`src/rtl/loop_jump_ctrl_if.sv`:
```
// Bundle of the start/config, iteration, body-return and completion signals
// of the hardware loop sequencer. The slave side is the sequencer itself; the
// master side is whatever drives the start request and the body datapath.
interface loop_jump_ctrl_if #(
    parameter int IDX_W = 32,
    parameter int CNT_W = 16
) ();
    logic             start_valid;
    logic             start_ready;
    logic [IDX_W-1:0] cfg_init;
    logic [IDX_W-1:0] cfg_limit;
    logic [IDX_W-1:0] cfg_step;

    logic             iter_valid;
    logic             iter_ready;
    logic [IDX_W-1:0] iter_idx;

    logic             body_done;
    logic [1:0]       body_cmd;
    logic             body_wr;
    logic [IDX_W-1:0] body_wdata;

    logic             done_valid;
    logic [1:0]       done_reason;
    logic [IDX_W-1:0] done_idx;
    logic [CNT_W-1:0] done_count;
    logic             busy;

    modport master (
        output start_valid, cfg_init, cfg_limit, cfg_step,
        output iter_ready,
        output body_done, body_cmd, body_wr, body_wdata,
        input  start_ready, iter_valid, iter_idx,
        input  done_valid, done_reason, done_idx, done_count, busy
    );

    modport slave (
        input  start_valid, cfg_init, cfg_limit, cfg_step,
        input  iter_ready,
        input  body_done, body_cmd, body_wr, body_wdata,
        output start_ready, iter_valid, iter_idx,
        output done_valid, done_reason, done_idx, done_count, busy
    );
endinterface

```
`src/rtl/loop_jump_ctrl.sv`:
```
// Hardware loop sequencer: walks idx from init while idx < limit in steps of
// step, offering one index at a time to a body unit and reacting to its
// continue/break/return command. The body may overwrite the loop variable.
// Optional watchdog: define LOOP_JUMP_CTRL_WATCHDOG_EN to stop the loop with
// reason 11 once MAX_ITER iterations have been accepted.
module loop_jump_ctrl #(
    parameter int IDX_W    = 32,
    parameter int CNT_W    = 16,
    parameter int MAX_ITER = 1024
) (
    input  logic            clk,
    input  logic            rst,
    loop_jump_ctrl_if.slave bus
);

    typedef enum logic [2:0] {
        S_IDLE,
        S_CHECK,
        S_ISSUE,
        S_WAIT_BODY,
        S_STEP,
        S_DONE
    } state_t;

    localparam logic [1:0] R_NATURAL  = 2'b00;
    localparam logic [1:0] R_BREAK    = 2'b01;
    localparam logic [1:0] R_RETURN   = 2'b10;
    localparam logic [1:0] R_WATCHDOG = 2'b11;

`ifdef LOOP_JUMP_CTRL_WATCHDOG_EN
    localparam bit WD_EN = 1'b1;
`else
    localparam bit WD_EN = 1'b0;
`endif
    localparam logic [CNT_W-1:0] WD_LIMIT = CNT_W'(MAX_ITER);
    localparam logic [CNT_W-1:0] CNT_MAX  = {CNT_W{1'b1}};

    state_t           state_reg, state_next;
    logic [IDX_W-1:0] idx_reg, idx_next;
    logic [IDX_W-1:0] limit_reg, step_reg;
    logic [CNT_W-1:0] cnt_reg, cnt_next;
    logic [1:0]       reason_next;
    logic [IDX_W-1:0] done_idx_reg;
    logic [CNT_W-1:0] done_count_reg;
    logic [1:0]       done_reason_reg;

    logic             start_fire;
    logic             iter_fire;
    logic [IDX_W:0]   step_sum;
    logic             wd_hit;
    logic             enter_done;

    assign start_fire = (state_reg == S_IDLE) && bus.start_valid;
    assign iter_fire  = (state_reg == S_ISSUE) && bus.iter_ready;
    // Extra top bit is the carry that signals the index wrapped past 2^IDX_W.
    assign step_sum   = {1'b0, idx_reg} + {1'b0, step_reg};
    // Constant-false when the watchdog is compiled out, so reason 11 can never occur.
    assign wd_hit     = WD_EN && (cnt_reg == WD_LIMIT);
    assign enter_done = (state_next == S_DONE);

    // State register.
    always_ff @(posedge clk) begin
        if (rst) begin
            state_reg <= S_IDLE;
        end else begin
            state_reg <= state_next;
        end
    end

    // Next-state logic; also picks the exit reason whenever DONE is entered.
    always_comb begin
        state_next  = state_reg;
        reason_next = R_NATURAL;
        case (state_reg)
            S_IDLE: begin
                if (start_fire) state_next = S_CHECK;
            end
            S_CHECK: begin
                if (idx_reg < limit_reg) begin
                    state_next = S_ISSUE;
                end else begin
                    state_next  = S_DONE;
                    reason_next = R_NATURAL;
                end
            end
            S_ISSUE: begin
                if (bus.iter_ready) state_next = S_WAIT_BODY;
            end
            S_WAIT_BODY: begin
                if (bus.body_done) begin
                    case (bus.body_cmd)
                        2'b00: state_next = S_STEP;
                        2'b10: begin
                            state_next  = S_DONE;
                            reason_next = R_RETURN;
                        end
                        default: begin
                            state_next  = S_DONE;
                            reason_next = R_BREAK;
                        end
                    endcase
                end
            end
            S_STEP: begin
                if (wd_hit) begin
                    state_next  = S_DONE;
                    reason_next = R_WATCHDOG;
                end else if (step_sum[IDX_W]) begin
                    state_next  = S_DONE;
                    reason_next = R_NATURAL;
                end else begin
                    state_next = S_CHECK;
                end
            end
            S_DONE: begin
                state_next = S_IDLE;
            end
            default: begin
                state_next = S_IDLE;
            end
        endcase
    end

    // FSM-decoded outputs.
    always_comb begin
        bus.start_ready = 1'b0;
        bus.iter_valid  = 1'b0;
        bus.done_valid  = 1'b0;
        bus.busy        = 1'b1;
        case (state_reg)
            S_IDLE: begin
                bus.start_ready = 1'b1;
                bus.busy        = 1'b0;
            end
            S_ISSUE: bus.iter_valid = 1'b1;
            S_DONE:  bus.done_valid = 1'b1;
            default: ;
        endcase
    end

    // Datapath next values: loop variable and iteration counter.
    always_comb begin
        idx_next = idx_reg;
        cnt_next = cnt_reg;
        case (state_reg)
            S_IDLE: begin
                if (start_fire) begin
                    idx_next = bus.cfg_init;
                    cnt_next = '0;
                end
            end
            S_ISSUE: begin
                if (iter_fire && (cnt_reg != CNT_MAX)) cnt_next = cnt_reg + CNT_W'(1);
            end
            S_WAIT_BODY: begin
                // A write in the same cycle as body_done lands before the command acts.
                if (bus.body_wr) idx_next = bus.body_wdata;
            end
            S_STEP: begin
                // On a watchdog stop the pre-step index is reported, so idx is kept.
                if (!wd_hit) idx_next = step_sum[IDX_W-1:0];
            end
            default: ;
        endcase
    end

    // Datapath registers; completion results are captured on the way into DONE.
    always_ff @(posedge clk) begin
        if (rst) begin
            idx_reg         <= '0;
            limit_reg       <= '0;
            step_reg        <= '0;
            cnt_reg         <= '0;
            done_idx_reg    <= '0;
            done_count_reg  <= '0;
            done_reason_reg <= 2'b00;
        end else begin
            idx_reg <= idx_next;
            cnt_reg <= cnt_next;
            if (start_fire) begin
                limit_reg <= bus.cfg_limit;
                step_reg  <= bus.cfg_step;
            end
            if (enter_done) begin
                done_idx_reg    <= idx_next;
                done_count_reg  <= cnt_next;
                done_reason_reg <= reason_next;
            end
        end
    end

    assign bus.iter_idx    = idx_reg;
    assign bus.done_idx    = done_idx_reg;
    assign bus.done_count  = done_count_reg;
    assign bus.done_reason = done_reason_reg;

endmodule

```
`src/flat_wrapper.sv`:
```
// flat-port wrapper written by rule: the top's interface ports become plain ports
module loop_jump_ctrl_flat 
#(
    parameter int IDX_W    = 32,
    parameter int CNT_W    = 16,
    parameter int MAX_ITER = 1024
)
  (clk, rst, bus_start_valid, bus_cfg_init, bus_cfg_limit, bus_cfg_step, bus_iter_ready, bus_body_done, bus_body_cmd, bus_body_wr, bus_body_wdata, bus_start_ready, bus_iter_valid, bus_iter_idx, bus_done_valid, bus_done_reason, bus_done_idx, bus_done_count, bus_busy);
  loop_jump_ctrl_if #(.IDX_W(IDX_W), .CNT_W(CNT_W)) bus_i ();
  input  logic clk;
  input  logic rst;
  input wire logic [$bits(bus_i.start_valid)-1:0] bus_start_valid;
  input wire logic [$bits(bus_i.cfg_init)-1:0] bus_cfg_init;
  input wire logic [$bits(bus_i.cfg_limit)-1:0] bus_cfg_limit;
  input wire logic [$bits(bus_i.cfg_step)-1:0] bus_cfg_step;
  input wire logic [$bits(bus_i.iter_ready)-1:0] bus_iter_ready;
  input wire logic [$bits(bus_i.body_done)-1:0] bus_body_done;
  input wire logic [$bits(bus_i.body_cmd)-1:0] bus_body_cmd;
  input wire logic [$bits(bus_i.body_wr)-1:0] bus_body_wr;
  input wire logic [$bits(bus_i.body_wdata)-1:0] bus_body_wdata;
  output wire logic [$bits(bus_i.start_ready)-1:0] bus_start_ready;
  output wire logic [$bits(bus_i.iter_valid)-1:0] bus_iter_valid;
  output wire logic [$bits(bus_i.iter_idx)-1:0] bus_iter_idx;
  output wire logic [$bits(bus_i.done_valid)-1:0] bus_done_valid;
  output wire logic [$bits(bus_i.done_reason)-1:0] bus_done_reason;
  output wire logic [$bits(bus_i.done_idx)-1:0] bus_done_idx;
  output wire logic [$bits(bus_i.done_count)-1:0] bus_done_count;
  output wire logic [$bits(bus_i.busy)-1:0] bus_busy;
  assign bus_i.start_valid = bus_start_valid;
  assign bus_i.cfg_init = bus_cfg_init;
  assign bus_i.cfg_limit = bus_cfg_limit;
  assign bus_i.cfg_step = bus_cfg_step;
  assign bus_i.iter_ready = bus_iter_ready;
  assign bus_i.body_done = bus_body_done;
  assign bus_i.body_cmd = bus_body_cmd;
  assign bus_i.body_wr = bus_body_wr;
  assign bus_i.body_wdata = bus_body_wdata;
  assign bus_start_ready = bus_i.start_ready;
  assign bus_iter_valid = bus_i.iter_valid;
  assign bus_iter_idx = bus_i.iter_idx;
  assign bus_done_valid = bus_i.done_valid;
  assign bus_done_reason = bus_i.done_reason;
  assign bus_done_idx = bus_i.done_idx;
  assign bus_done_count = bus_i.done_count;
  assign bus_busy = bus_i.busy;
  loop_jump_ctrl #(.IDX_W(IDX_W), .CNT_W(CNT_W), .MAX_ITER(MAX_ITER)) u_core (.clk(clk), .rst(rst), .bus(bus_i));
endmodule
```
`config.mk`:
```
export PLATFORM = sky130hd
export DESIGN_NAME = loop_jump_ctrl_flat
export DESIGN_NICKNAME = d
export VERILOG_FILES = /design/src/rtl/loop_jump_ctrl_if.sv /design/src/rtl/loop_jump_ctrl.sv /design/src/flat_wrapper.sv
export SDC_FILE = /design/constraint.sdc
export NUM_CORES = 1
export LEC_CHECK = 0
export BUFFER_PORTS_ARGS = -buffer_cell sky130_fd_sc_hd__buf_2
export CAP_MARGIN = 15
export CORE_UTILIZATION = 45
export DETAILED_ROUTE_END_ITERATION = 8
export GPL_TIMING_DRIVEN = 1
export PLACE_DENSITY_LB_ADDON = 0.15
export SKIP_LAST_GASP = 1
export SYNTH_ARGS = -nofsm -noshare
export SYNTH_HDL_FRONTEND = slang
export SYNTH_SLANG_ARGS = --single-unit
```
`constraint.sdc`:
```
create_clock -name clk -period 4.2 [get_ports clk]
set_clock_uncertainty 0.15 [all_clocks]
set_input_delay 0.21 -clock clk [delete_from_list [all_inputs] [get_ports clk]]
set_output_delay 0.21 -clock clk [all_outputs]
set_load 0.05 [all_outputs]
```
Word level (Yosys, flattened, before mapping) --
Cells that the tools add are included.
Storage, ports and cells: bits in registers 165, bits of input ports 136, output and inout bits 86
Cells by class: add/sub/neg operators 2, order comparisons 1, equal/unequal tests 8, multiplexer cells 20, reductions and logical operators 5
Operators with widths (count):
- $pmux 32 s3 | 1
- $mux 32 | 2
- $add 32x32->33 | 1
- $lt 32x32->1 | 1
- $mux 16 | 2
- $pmux 16 s2 | 1
- $add 16x1->16 const B | 1
- $ne 16x16->1 const B | 1
- $mux 3 | 5
- $pmux 3 s5 | 1
- $eq 3x3->1 const B | 3
- $eq 3x2->1 const B | 2
- $mux 1 | 5
- $mux 2 | 2
- $pmux 2 s2 | 1
- $eq 3x1->1 const B | 1
- $logic_and 1x1->1 | 3
- $logic_not 3->1 | 1
- $eq 2x2->1 const B | 1
- $logic_not 2->1 | 1

Logic depth before layout (Yosys ltp) --
Gate-level depths: netlist of the first run.
word-level depth 5, gate-level depth with buffers 14

Worst setup path after synthesis of the first run --
Ideal clock, no wire load.
kind flip-flop to flip-flop, from register u_core.idx_reg[0], in the netlist u_core.bus.iter_idx[0], to register u_core.done_idx_reg[26], in the netlist u_core.bus.done_idx[26], library setup time 69 ps, data arrival time 3081 ps, data required time 3981 ps, slack 901 ps, cell stages (with the launch flop) 13, buffers on the path 0, period minus slack after synthesis 3299 ps, path through dfxtp_1 > ha_1 > inv_1 > fa_1 > and2b_1 > o2111ai_1 > a2111oi_0 > a211o_2 > a221oi_4 > or4_1 > a31oi_1 > nand2_1 > o21ai_1
Between the ends: longest elaborated chain between the ends 4
RTL lines:
- from (decl) | line loop_jump_ctrl.sv:39 | logic [IDX_W-1:0] idx_reg, idx_next;
- from (signal assigned) | line loop_jump_ctrl.sv:178 | idx_reg <= idx_next;
- $add 32x32->33 or $lt 32x32->1 (tied branches) | line loop_jump_ctrl.sv:56, loop_jump_ctrl.sv:79
- $mux 3 (on tied branches) | line loop_jump_ctrl.sv:108, loop_jump_ctrl.sv:79
- $pmux 3 s5 | line loop_jump_ctrl.sv:74 | case (state_reg)
- $eq 3x3->1 | line loop_jump_ctrl.sv:59 | assign enter_done = (state_next == S_DONE);
- to (signal assigned) | line loop_jump_ctrl.sv:185 | done_idx_reg <= idx_next;
- to (decl) | line loop_jump_ctrl.sv:43 | logic [IDX_W-1:0] done_idx_reg;
Parallel ways exist; a longest one is shown, timed or not. A chain may end at the register's enable or synchronous reset.

Final worst setup path of the first run --
from register u_core.idx_reg[0], in the netlist u_core.bus.iter_idx[0], to register u_core.done_idx_reg[6], in the netlist u_core.bus.done_idx[6]
The elaborated chain is that of the path after synthesis.

==> impl_metrics.env, run 1 <==
export IMPL_status="finished clean"
export IMPL_ys_types=74
export IMPL_vias=9561
export IMPL_syn_nets=1378
export IMPL_min_delay_start="bus_cfg_init[22]"
export IMPL_finalCritPeriodShare=0.827
export IMPL_core_area_um2=20400
export IMPL_grt_pass1_vias=9121
export IMPL_async_reset_ff_frac=0
export IMPL_clock_sinks=165
export IMPL_max_freq_ghz=0.288
export IMPL_synth_commonest_cells="nand2_1 (220), dfxtp_1 (165), a21oi_1 (127)"
export IMPL_p_comb_frac=0.512
export IMPL_criticalPathCategory="register to register"
export IMPL_hpwl_um=22000
export IMPL_ios=222
export IMPL_grt_pass1_wl_um=48500
export IMPL_syn_inst=1177
export IMPL_root_buffer="clkbuf_16"
export IMPL_p_total_mw=7.77
export IMPL_cts_setup_buffers=0
export IMPL_synth_top_cells_by_area="dfxtp_1 (35%), nand2_1 (8.8%), ha_1 (8.5%), a21oi_1 (6.8%), mux2i_1 (3.0%)"
export IMPL_synth_most_common_cell="nand2_1"
export IMPL_htreeDepth=4
export IMPL_start_kind="register"
export IMPL_p_per_area_nw_per_um2=644
export IMPL_yosys_area_top_type="dfxtp_1"
export IMPL_design_die_area_um2=21400
export IMPL_diodes=0
export IMPL_io_buffers=221
export IMPL_finalSetupTns_ns=0
export IMPL_cap_viol_max_count=0
export IMPL_seqPwrFrac=0.285
export IMPL_grt_ovfl_total=0
export IMPL_tightest_slew_ns=1.20
export IMPL_area_growth_pct=28.7
export IMPL_grt_use_total=0.288
export IMPL_path_clk_slew_ns=0.07
export IMPL_reg2reg_from="u_core.bus.iter_idx[0]$_SDFF_PP0_"
export IMPL_worst_skew_pair_late_latency_ns=0.43
export IMPL_cp_end_kind="register"
export IMPL_nets=1646
export IMPL_cts_buffer_depth=2
export IMPL_wl_per_cell_um=17.9
export IMPL_finalHoldViolCount=0
export IMPL_cp_startpoint="u_core.bus.iter_idx[0]$_SDFF_PP0_"
export IMPL_viasPerCell=5.53
export IMPL_cts_tree="built"
export IMPL_drt_pass1_iterations=7
export IMPL_synth_top_cell_area_share=0.352
export IMPL_p_sw_frac=0.480
export IMPL_die_y_um=146
export IMPL_ant_nets=0
export IMPL_postSynthRegisterBits=165
export IMPL_avgSynthCellArea_um2=7.97
export IMPL_drtIter0Drc=725
export IMPL_crit_fanout=61
export IMPL_cp_required_ns=4.36
export IMPL_worstPathArrival_ns=3.63
export IMPL_synth_cell_area_um2=9380
export IMPL_final_core_utilization=0.592
export IMPL_power_switching_mw=3.73
export IMPL_worstRegToRegCells=13
export IMPL_ys_flop_type="dfxtp_1"
export IMPL_fillers=1931
export IMPL_slew_headroom=0.196
export IMPL_whs_path_depth=5
export IMPL_synth_edf_count=0
export IMPL_yosysSeqAreaShare=0.352
export IMPL_start_util=0.460
export IMPL_dieWidth_um=146
export IMPL_fin_crit_ns=3.47
export IMPL_leakage_nw=5.35
export IMPL_internal_power_mw=4.04
export IMPL_gp_congestion=0.885
export IMPL_maxSlewViolCount=0
export IMPL_rsz0062_at_grt="no"
export IMPL_row_count=52
export IMPL_cts_buffers=17
export IMPL_power_frac_clock=0.203
export IMPL_setup_viol=0
export IMPL_antenna_found_initial=1
export IMPL_ys_warn_count=0
export IMPL_multi_input_area_um2=5570
export IMPL_seq_area_um2=3300
export IMPL_drc=0
export IMPL_grt_max_degree=87
export IMPL_routed_wl_um=30900
export IMPL_hold_path_class="input pin to register"
export IMPL_max_vdd_ir_drop_v=0.000414
export IMPL_drive_above_1_share=0.200
[worst paths after layout]
path,slack (ns),endpoint
max,0.73,u_core.bus.done_idx[6]$_SDFFE_PP0N_
min,0.007,u_core.bus.iter_idx[22]$_SDFF_PP0_
max reg2reg,0.73,u_core.bus.done_idx[6]$_SDFFE_PP0N_
min reg2reg,0.31,u_core.limit_reg[28]$_SDFFE_PP0P_
[metrics by stage]
stage,setup WS (ns),cell area [µm²],cells,hold slack (ns)
after floorplan,0.901,9380,1177,0.196
after global placement,0.887,10600,1611,0.295
after detailed placement,0.817,10600,1611,0.299
after CTS,0.748,12100,1728,0.00256
after global routing,0.497,12100,1728,0.0295
final,0.726,12100,1728,0.00683
[layout by cell type, fill, tap and decap left out, types with 12 or more instances in the layout]
cell,instances
nand4_1,16
a31oi_1,13
o21ai_0,42
o21ai_1,20
a211oi_1,12
nand2b_1,32
buf_4,17
nor3b_1,16
nand2_1,219
nand3_1,24
a21o_1,29
nor2_1,65
dlygate4sd3_1,85
a222oi_1,13
a21oi_1,127
inv_1,43
xnor2_1,16
clkbuf_16,17
ha_1,64
dfxtp_1,165
buf_2,220
mux2i_1,28
[critical path, stage by stage (launching register included)]
cell and delay, ns:
dfxtp_1 0.39, ha_1 0.19, inv_1 0.05, fa_1 0.39, and2b_1 0.25, o211ai_1 0.09
a21oi_1 0.20, o211ai_1 0.16, a211oi_2 0.28, nor3_2 0.09, a211oi_4 0.24, buf_4 0.54
mux2i_1 0.25, nor2_1 0.06
[metal layers]
layer	vias to the layer above	wire (µm)	part of all wire	track usage
li1	4711	-	-	-
met1	4450	13800	0.45	0.384
met2	337	14200	0.46	0.462
met3	61	1940	0.063	0.0516
met4	2	958	0.031	0.108
met5	-	13	0.00042	0
[power by group through the flow]
| stage | registers [mW] | clock network (mW) | logic [mW] |
|---|---|---|---|
| floorplan | 2.72 | 0 | 2.29 |
| global placement | 2.23 | 0 | 3.82 |
| detailed placement | 2.24 | 0 | 3.86 |
| CTS | 2.21 | 1.60 | 3.96 |
| global route | 2.26 | 1.67 | 4.33 |
| finish | 2.21 | 1.58 | 3.98 |
[cell type report]
cell class / count / area share
multi-input cells: 893 / 0.462
flip-flops and latches: 165 / 0.274
repair buffers: 323 / 0.174
clock buffers: 21 / 0.0390
well taps: 270 / 0.0280
inverters: 45 / 0.0140
clock inverters: 11 / 0.00954
[cells by family after synthesis]
logic type | share of synthesized area
xor gates and xnor gates | 0.0233
muxes | 0.0359
DFF | 0.352
buffers and inverters | 0.0546
AOI/OAI and AO/OA | 0.235
and+or+nand+nor | 0.211
adders and majority gates | 0.0875
[timing repair]
item                      in CTS  in global routing
hold buffers                  85                  0
hold endpoints to repair      77                  0
gates resized for setup        0                  0
No activity file was read; power rests on OpenSTA's default activity.
==> run 2: changes to the inputs <==
Clock period 4.2 ns to 2.8 ns, I/O delays scaled along.
==> run 2 against run 1 <==
Net effect: the run now ends with setup timing left; power is 75% higher; utilization grew 9.6 points; die area unchanged; critical path depth is 1 higher; worst hold slack gained 0.0092 ns; sequential cell count is the same; global-route usage rose by 2.1 points; wire length up 9.1%; maximum frequency rose by 16%; largest power group unchanged.
==> impl_metrics.env, run 2 (synthesis results as in run 1) <==
export IMPL_status="finished with violations"
export IMPL_violations="setup timing"
export IMPL_dp_cells=1736
export IMPL_io_buffers=221
export IMPL_cp_required_ns=2.96
export IMPL_ios=222
export IMPL_drt_pass1_iterations=7
export IMPL_viasPerCell=5.48
export IMPL_reg2reg_from="u_core.step_reg[0]$_SDFFE_PP0P_"
export IMPL_crit_family="compound AO/OA/AOI/OAI gates"
export IMPL_setup_ws_ns=-0.205
export IMPL_finalHoldViolCount=0
export IMPL_power_frac_clock=0.169
export IMPL_fin_crit_ns=3.01
export IMPL_p_comb_frac=0.591
export IMPL_cts_tree="built"
export IMPL_criticalPathCategory="register to register"
export IMPL_grt_pass1_wl_um=51800
export IMPL_min_delay_start="bus_cfg_init[29]"
export IMPL_drc=0
export IMPL_max_freq_ghz=0.333
export IMPL_crit_fanout=9
export IMPL_path_clk_slew_ns=0.07
export IMPL_final_core_utilization=0.688
export IMPL_critical_path_buf_inv_count=3
export IMPL_drtIter0Drc=789
export IMPL_start_kind="register"
export IMPL_ant_nets=0
export IMPL_root_buffer="clkbuf_16"
export IMPL_htreeDepth=4
export IMPL_die_y_um=146
export IMPL_final_cell_mix="buf_2 (220), nand2_1 (217), buf_4 (146), dfxtp_1 (141), a21oi_1 (118)"
export IMPL_grt_use_total=0.308
export IMPL_cp_startpoint="u_core.step_reg[0]$_SDFFE_PP0P_"
export IMPL_path_cells="ha_4 > inv_2 > fa_2 > and2b_2 > o211ai_1 > a21oi_2 > o211ai_1 > a211oi_2 > nor3_4 > a211oi_4 > buf_12 > buf_12 > mux2i_1 > nor2_1"
export IMPL_max_vdd_ir_drop_v=0.000612
export IMPL_grt_ovfl_total=0
export IMPL_cap_viol_max_count=0
export IMPL_design_die_area_um2=21400
export IMPL_row_count=52
export IMPL_tightest_slew_ns=0.692
export IMPL_clock_sinks=165
export IMPL_hpwl_um=23200
export IMPL_cts_buffer_depth=2
export IMPL_seqPwrFrac=0.240
export IMPL_setup_viol=54
export IMPL_hold_path_class="input pin to register"
export IMPL_start_util=0.460
export IMPL_vias=10400
export IMPL_p_per_area_nw_per_um2=971
export IMPL_routed_wl_um=33700
export IMPL_drive_above_1_share=0.322
export IMPL_power_switching_mw=6.25
export IMPL_slew_headroom=0.537
export IMPL_antenna_found_initial=0
export IMPL_cpMaxStageDelayCell="dfxtp_2"
export IMPL_finalCritPeriodShare=1.07
export IMPL_dieWidth_um=146
export IMPL_core_area_um2=20400
export IMPL_cts_buffers=17
export IMPL_internal_power_mw=7.35
export IMPL_diodes=0
export IMPL_grt_pass1_vias=9873
export IMPL_p_total_mw=13.6
export IMPL_leakage_nw=6.35
export IMPL_worst_skew_pair_late_latency_ns=0.44
export IMPL_cp_end_kind="register"
export IMPL_maxSlewViolCount=0
export IMPL_final_common_cell="buf_2"
export IMPL_rsz0062_at_grt="yes"
export IMPL_fin_cells=1893
export IMPL_slowest_delay_ns=0.35
export IMPL_wl_per_cell_um=17.8
export IMPL_nets=1811
export IMPL_p_sw_frac=0.460
export IMPL_worstPathArrival_ns=3.17
export IMPL_fillers=1713
export IMPL_gp_congestion=0.897
export IMPL_area_growth_pct=49.4
export IMPL_grt_max_degree=68
==> run 2: cell count changes in the layout (fill, tap and decap cells not counted), sizes merged <==
cell,previous run,this run
buf,238,382
dlygate4sd3,85,102
clkbuf,21,25
inv,48,50
bufinv,1,0
clkinvlp,3,2
==> run 2: layout make-up <==
| type | instances | area [µm²] | share of cell area |
|---|---|---|---|
| Clock buffer | 21 | 472 | 0.0337 |
| Clock inverter | 11 | 88.8 | 0.00634 |
| Inverter | 45 | 169 | 0.0121 |
| Multi-Input combinational cell | 893 | 5960 | 0.425 |
| Sequential cell | 165 | 3350 | 0.239 |
| Tap cell | 270 | 338 | 0.0241 |
| Timing Repair Buffer | 488 | 3640 | 0.260 |
==> run 2: layer usage <==
metal / vias up / track usage / part of all wire
li1: 5051 / - / -
met1: 4855 / 0.404 / 0.43
met2: 399 / 0.506 / 0.47
met3: 63 / 0.0484 / 0.069
met4: 0 / 0.122 / 0.030
met5: - / 0 / 0
==> run 2: metrics by stage <==
stage,area [µm²],setup TNS [ns],worst slack (ns),hold WS (ns)
after CTS,13700,-8.22,-0.217,0.000952
final,14000,-7.03,-0.205,0.0160
after global routing,14000,-14.68,-0.348,0.0336
after floorplan,9540,-3.01,-0.101,0.126
after global placement,11800,-4.91,-0.204,0.235
after detailed placement,11800,-8.61,-0.272,0.235
==> run 2: path summary, 6_finish.rpt <==
check / end / slack (ns) / depth (start not counted)
worst min-delay path: u_core.bus.iter_idx[29]$_SDFF_PP0_ / 0.02 / 5
worst max register to register: u_core.bus.done_idx[11]$_SDFFE_PP0N_ / -0.21 / 14
worst min register to register: u_core.limit_reg[29]$_SDFFE_PP0P_ / 0.31 / 2
worst max-delay path: u_core.bus.done_idx[11]$_SDFFE_PP0N_ / -0.21 / 14
==> run 2: worst min-delay path: cells and delay by family <==
family	cells	cell delay, ns
AND/OR/NAND/NOR	2	0.15
buffers and inverters	1	0.08
AO/OA/AOI/OAI	2	0.18
==> run 2: power by group through the flow <==
stage / Sequential, mW / Clock [mW] / Combinational, mW
5_1_grt: 3.32 / 2.42 / 8.62
4_1_cts: 3.25 / 2.33 / 7.58
6_report: 3.26 / 2.30 / 8.04
3_5_place_dp: 3.28 / 0 / 6.90
3_3_place_gp: 3.28 / 0 / 6.79
2_1_floorplan: 4.12 / 0 / 3.50
==> run 2: repair_timing <==
item,4_1_cts,5_1_grt
cloned,4,5
hold endpoints to repair,91,0
endpoints found under the setup margin,59,61
hold buffers,102,0
setup buffers,12,4
resized for setup,34,31
pin swaps,14,17
==> run 3: changes to the inputs <==
Settings changed: CORE_ASPECT_RATIO set to 0.6.
==> run 3 against run 2 <==
Net effect: the run still ends with setup timing left; utilization is 2.2 points higher; sequential share of layout area is 0.55 points lower; first-iteration DRC count is 13% higher; critical path depth is 1 higher; design area is 2.5% higher; maximum frequency is 1.2% lower; register-to-register slack worse by 0.04 ns; sequential cell count stayed put; combinational power is 4.1% higher; final cell count is 1.1% higher; sequential power hardly changed.
==> impl_metrics.env, run 3 (synthesis results as in run 1) <==
export IMPL_status="finished with violations"
export IMPL_violations="setup timing"
export IMPL_seqPwrFrac=0.231
export IMPL_final_common_cell="buf_2"
export IMPL_finalCritPeriodShare=1.09
export IMPL_critical_path_buf_inv_count=5
export IMPL_worstRegToRegCells=15
export IMPL_antenna_found_initial=0
export IMPL_path_clk_slew_ns=0.07
export IMPL_diodes=0
export IMPL_reg2reg_from="u_core.bus.iter_idx[0]$_SDFF_PP0_"
export IMPL_area_growth_pct=53.1
export IMPL_ant_nets=0
export IMPL_p_sw_frac=0.456
export IMPL_root_buffer="clkbuf_16"
export IMPL_die_y_um=114
export IMPL_cp_required_ns=2.99
export IMPL_dpl_cell_area_um2=11900
export IMPL_ios=222
export IMPL_start_kind="register"
export IMPL_max_freq_ghz=0.329
export IMPL_max_vdd_ir_drop_v=0.000683
export IMPL_cts_tree="built"
export IMPL_cp_endpoint="u_core.bus.done_count[12]$_SDFFE_PP0N_"
export IMPL_power_frac_clock=0.179
export IMPL_path_cells="ha_4 > inv_2 > fa_2 > and2b_2 > o211ai_1 > a21oi_2 > o211ai_1 > a211oi_2 > nor3_4 > a211oi_4 > buf_4 > buf_6 > buf_8 > clkbuf_16 > o21ai_2"
export IMPL_htreeDepth=4
export IMPL_core_area_um2=20200
export IMPL_final_cell_mix="buf_2 (220), nand2_1 (210), buf_4 (167), dfxtp_1 (139), a21oi_1 (117)"
export IMPL_cts_buffer_depth=2
export IMPL_cp_startpoint="u_core.bus.iter_idx[0]$_SDFF_PP0_"
export IMPL_vias=10600
export IMPL_grt_pass1_wl_um=53800
export IMPL_grt_use_total=0.325
export IMPL_tightest_slew_ns=0.690
export IMPL_ff2ff_setup_slack_ns=-0.24
export IMPL_nets=1830
export IMPL_p_per_area_nw_per_um2=989
export IMPL_crit_fanout=5
export IMPL_cpMaxStageDelayCell="dfxtp_4"
export IMPL_p_comb_frac=0.590
export IMPL_drt_pass1_iterations=6
export IMPL_routed_wl_um=35900
export IMPL_finalHoldViolCount=0
export IMPL_wl_per_cell_um=18.8
export IMPL_fin_area_um2=14400
export IMPL_cp_depth=15
export IMPL_cp_common_cell="o211ai_1"
export IMPL_criticalPathCategory="register to register"
export IMPL_power_switching_mw=6.47
export IMPL_start_util=0.464
export IMPL_slew_headroom=0.539
export IMPL_setup_viol=55
export IMPL_io_buffers=221
export IMPL_fillers=1610
export IMPL_hpwl_um=25100
export IMPL_finalSetupTns_ns=-10.10
export IMPL_design_die_area_um2=21400
export IMPL_gp_congestion=0.933
export IMPL_clock_sinks=165
export IMPL_whs_path_depth=4
export IMPL_grt_pass1_vias=9953
export IMPL_rsz0062_at_grt="yes"
export IMPL_dieWidth_um=188
export IMPL_row_count=40
export IMPL_setup_ws_ns=-0.242
export IMPL_viasPerCell=5.56
export IMPL_worstReg2RegEnd="u_core.bus.done_count[12]$_SDFFE_PP0N_"
export IMPL_worst_skew_pair_late_latency_ns=0.44
export IMPL_hold_path_class="input pin to register"
export IMPL_drc=0
export IMPL_grt_max_degree=51
export IMPL_fin_crit_ns=3.04
export IMPL_cts_buffers=17
export IMPL_drtIter0Drc=891
export IMPL_cap_viol_max_count=0
export IMPL_worstPathArrival_ns=3.23
export IMPL_drive_above_1_share=0.351
export IMPL_cp_end_kind="register"
export IMPL_grt_ovfl_total=0
export IMPL_crit_family="compound AO/OA/AOI/OAI gates"
export IMPL_slowest_delay_ns=0.36
export IMPL_leakage_nw=6.55
export IMPL_maxSlewViolCount=0
export IMPL_internal_power_mw=7.73
run 3: timing repair:
action / in CTS / in global routing
pin swaps: 9 / 49
hold buffers: 98 / 0
resized for setup: 39 / 82
setup buffers: 16 / 8
endpoints found under the setup margin: 60 / 64
cloned: 5 / 7
endpoints found under the hold margin: 92 / 0
run 3: through the flow:
| stage | power [mW] | util | setup slack [ns] | std cells | hold WS, ns |
|---|---|---|---|---|---|
| finish | 14.2 | 0.710 | -0.242 | 1914 | 0.0298 |
| global route | 14.9 | 0.710 | -0.388 | 1914 | 0.0181 |
| CTS | 13.7 | 0.688 | -0.208 | 1906 | 0.00388 |
| detailed placement | 10.3 | 0.587 | -0.348 | 1756 | 0.237 |
| global placement | 10.2 | 0.587 | -0.251 | 1756 | 0.233 |
| floorplan | 7.62 | - | -0.101 | 1177 | 0.126 |
run 3: layer usage:
layer | global-route usage | share of wire | vias up | wire length [µm]
met3 | 0.0766 | 0.094 | 44 | 3390
met4 | 0.0876 | 0.017 | 0 | 626
li1 | - | - | 5099 | -
met2 | 0.491 | 0.42 | 466 | 15200
met5 | 0 | 0 | - | 0
met1 | 0.463 | 0.47 | 5026 | 16700
run 3: power by group through the flow:
stage          clock network (mW)  logic (mW)  registers, mW
2_1_floorplan                   0        3.50           4.12
3_3_place_gp                    0        6.96           3.27
3_5_place_dp                    0        7.03           3.28
4_1_cts                      2.58        7.81           3.26
5_1_grt                      2.65        8.93           3.33
6_report                     2.54        8.37           3.29
run 3: worst register-to-register path, cell delays in order, from the launching register on:
cell and delay, ns:
dfxtp_4 0.36, ha_4 0.13, inv_2 0.04, fa_2 0.35, and2b_2 0.25, o211ai_1 0.10, a21oi_2 0.18, o211ai_1 0.13
a211oi_2 0.32, nor3_4 0.09, a211oi_4 0.20, buf_4 0.16, buf_6 0.13, buf_8 0.14, clkbuf_16 0.16, o21ai_2 0.05
run 3: worst min path at each step:
stage                     slack (ns)                             endpoint               from
after CTS                      0.004   u_core.bus.iter_idx[13]$_SDFF_PP0_   bus_cfg_init[13]
after detailed placement        0.24    u_core.limit_reg[31]$_SDFFE_PP0P_  bus_cfg_limit[31]
after global routing            0.02   u_core.bus.iter_idx[13]$_SDFF_PP0_   bus_cfg_init[13]
after global placement          0.23     u_core.limit_reg[4]$_SDFFE_PP0P_   bus_cfg_limit[4]
after floorplan                 0.13     u_core.limit_reg[0]$_SDFFE_PP0P_   bus_cfg_limit[0]
final                           0.03  u_core.bus.done_idx[9]$_SDFFE_PP0N_    bus_cfg_init[9]
run 3: area by class of cell:
cell class	instances	area (µm²)	area share
repair buffers	507	3750	0.261
well taps	273	342	0.0238
flip-flops and latches	165	3350	0.233
multi-input cells	893	6140	0.427
clock buffers	22	475	0.0331
clock inverters	9	140	0.00976
inverters	45	169	0.0118
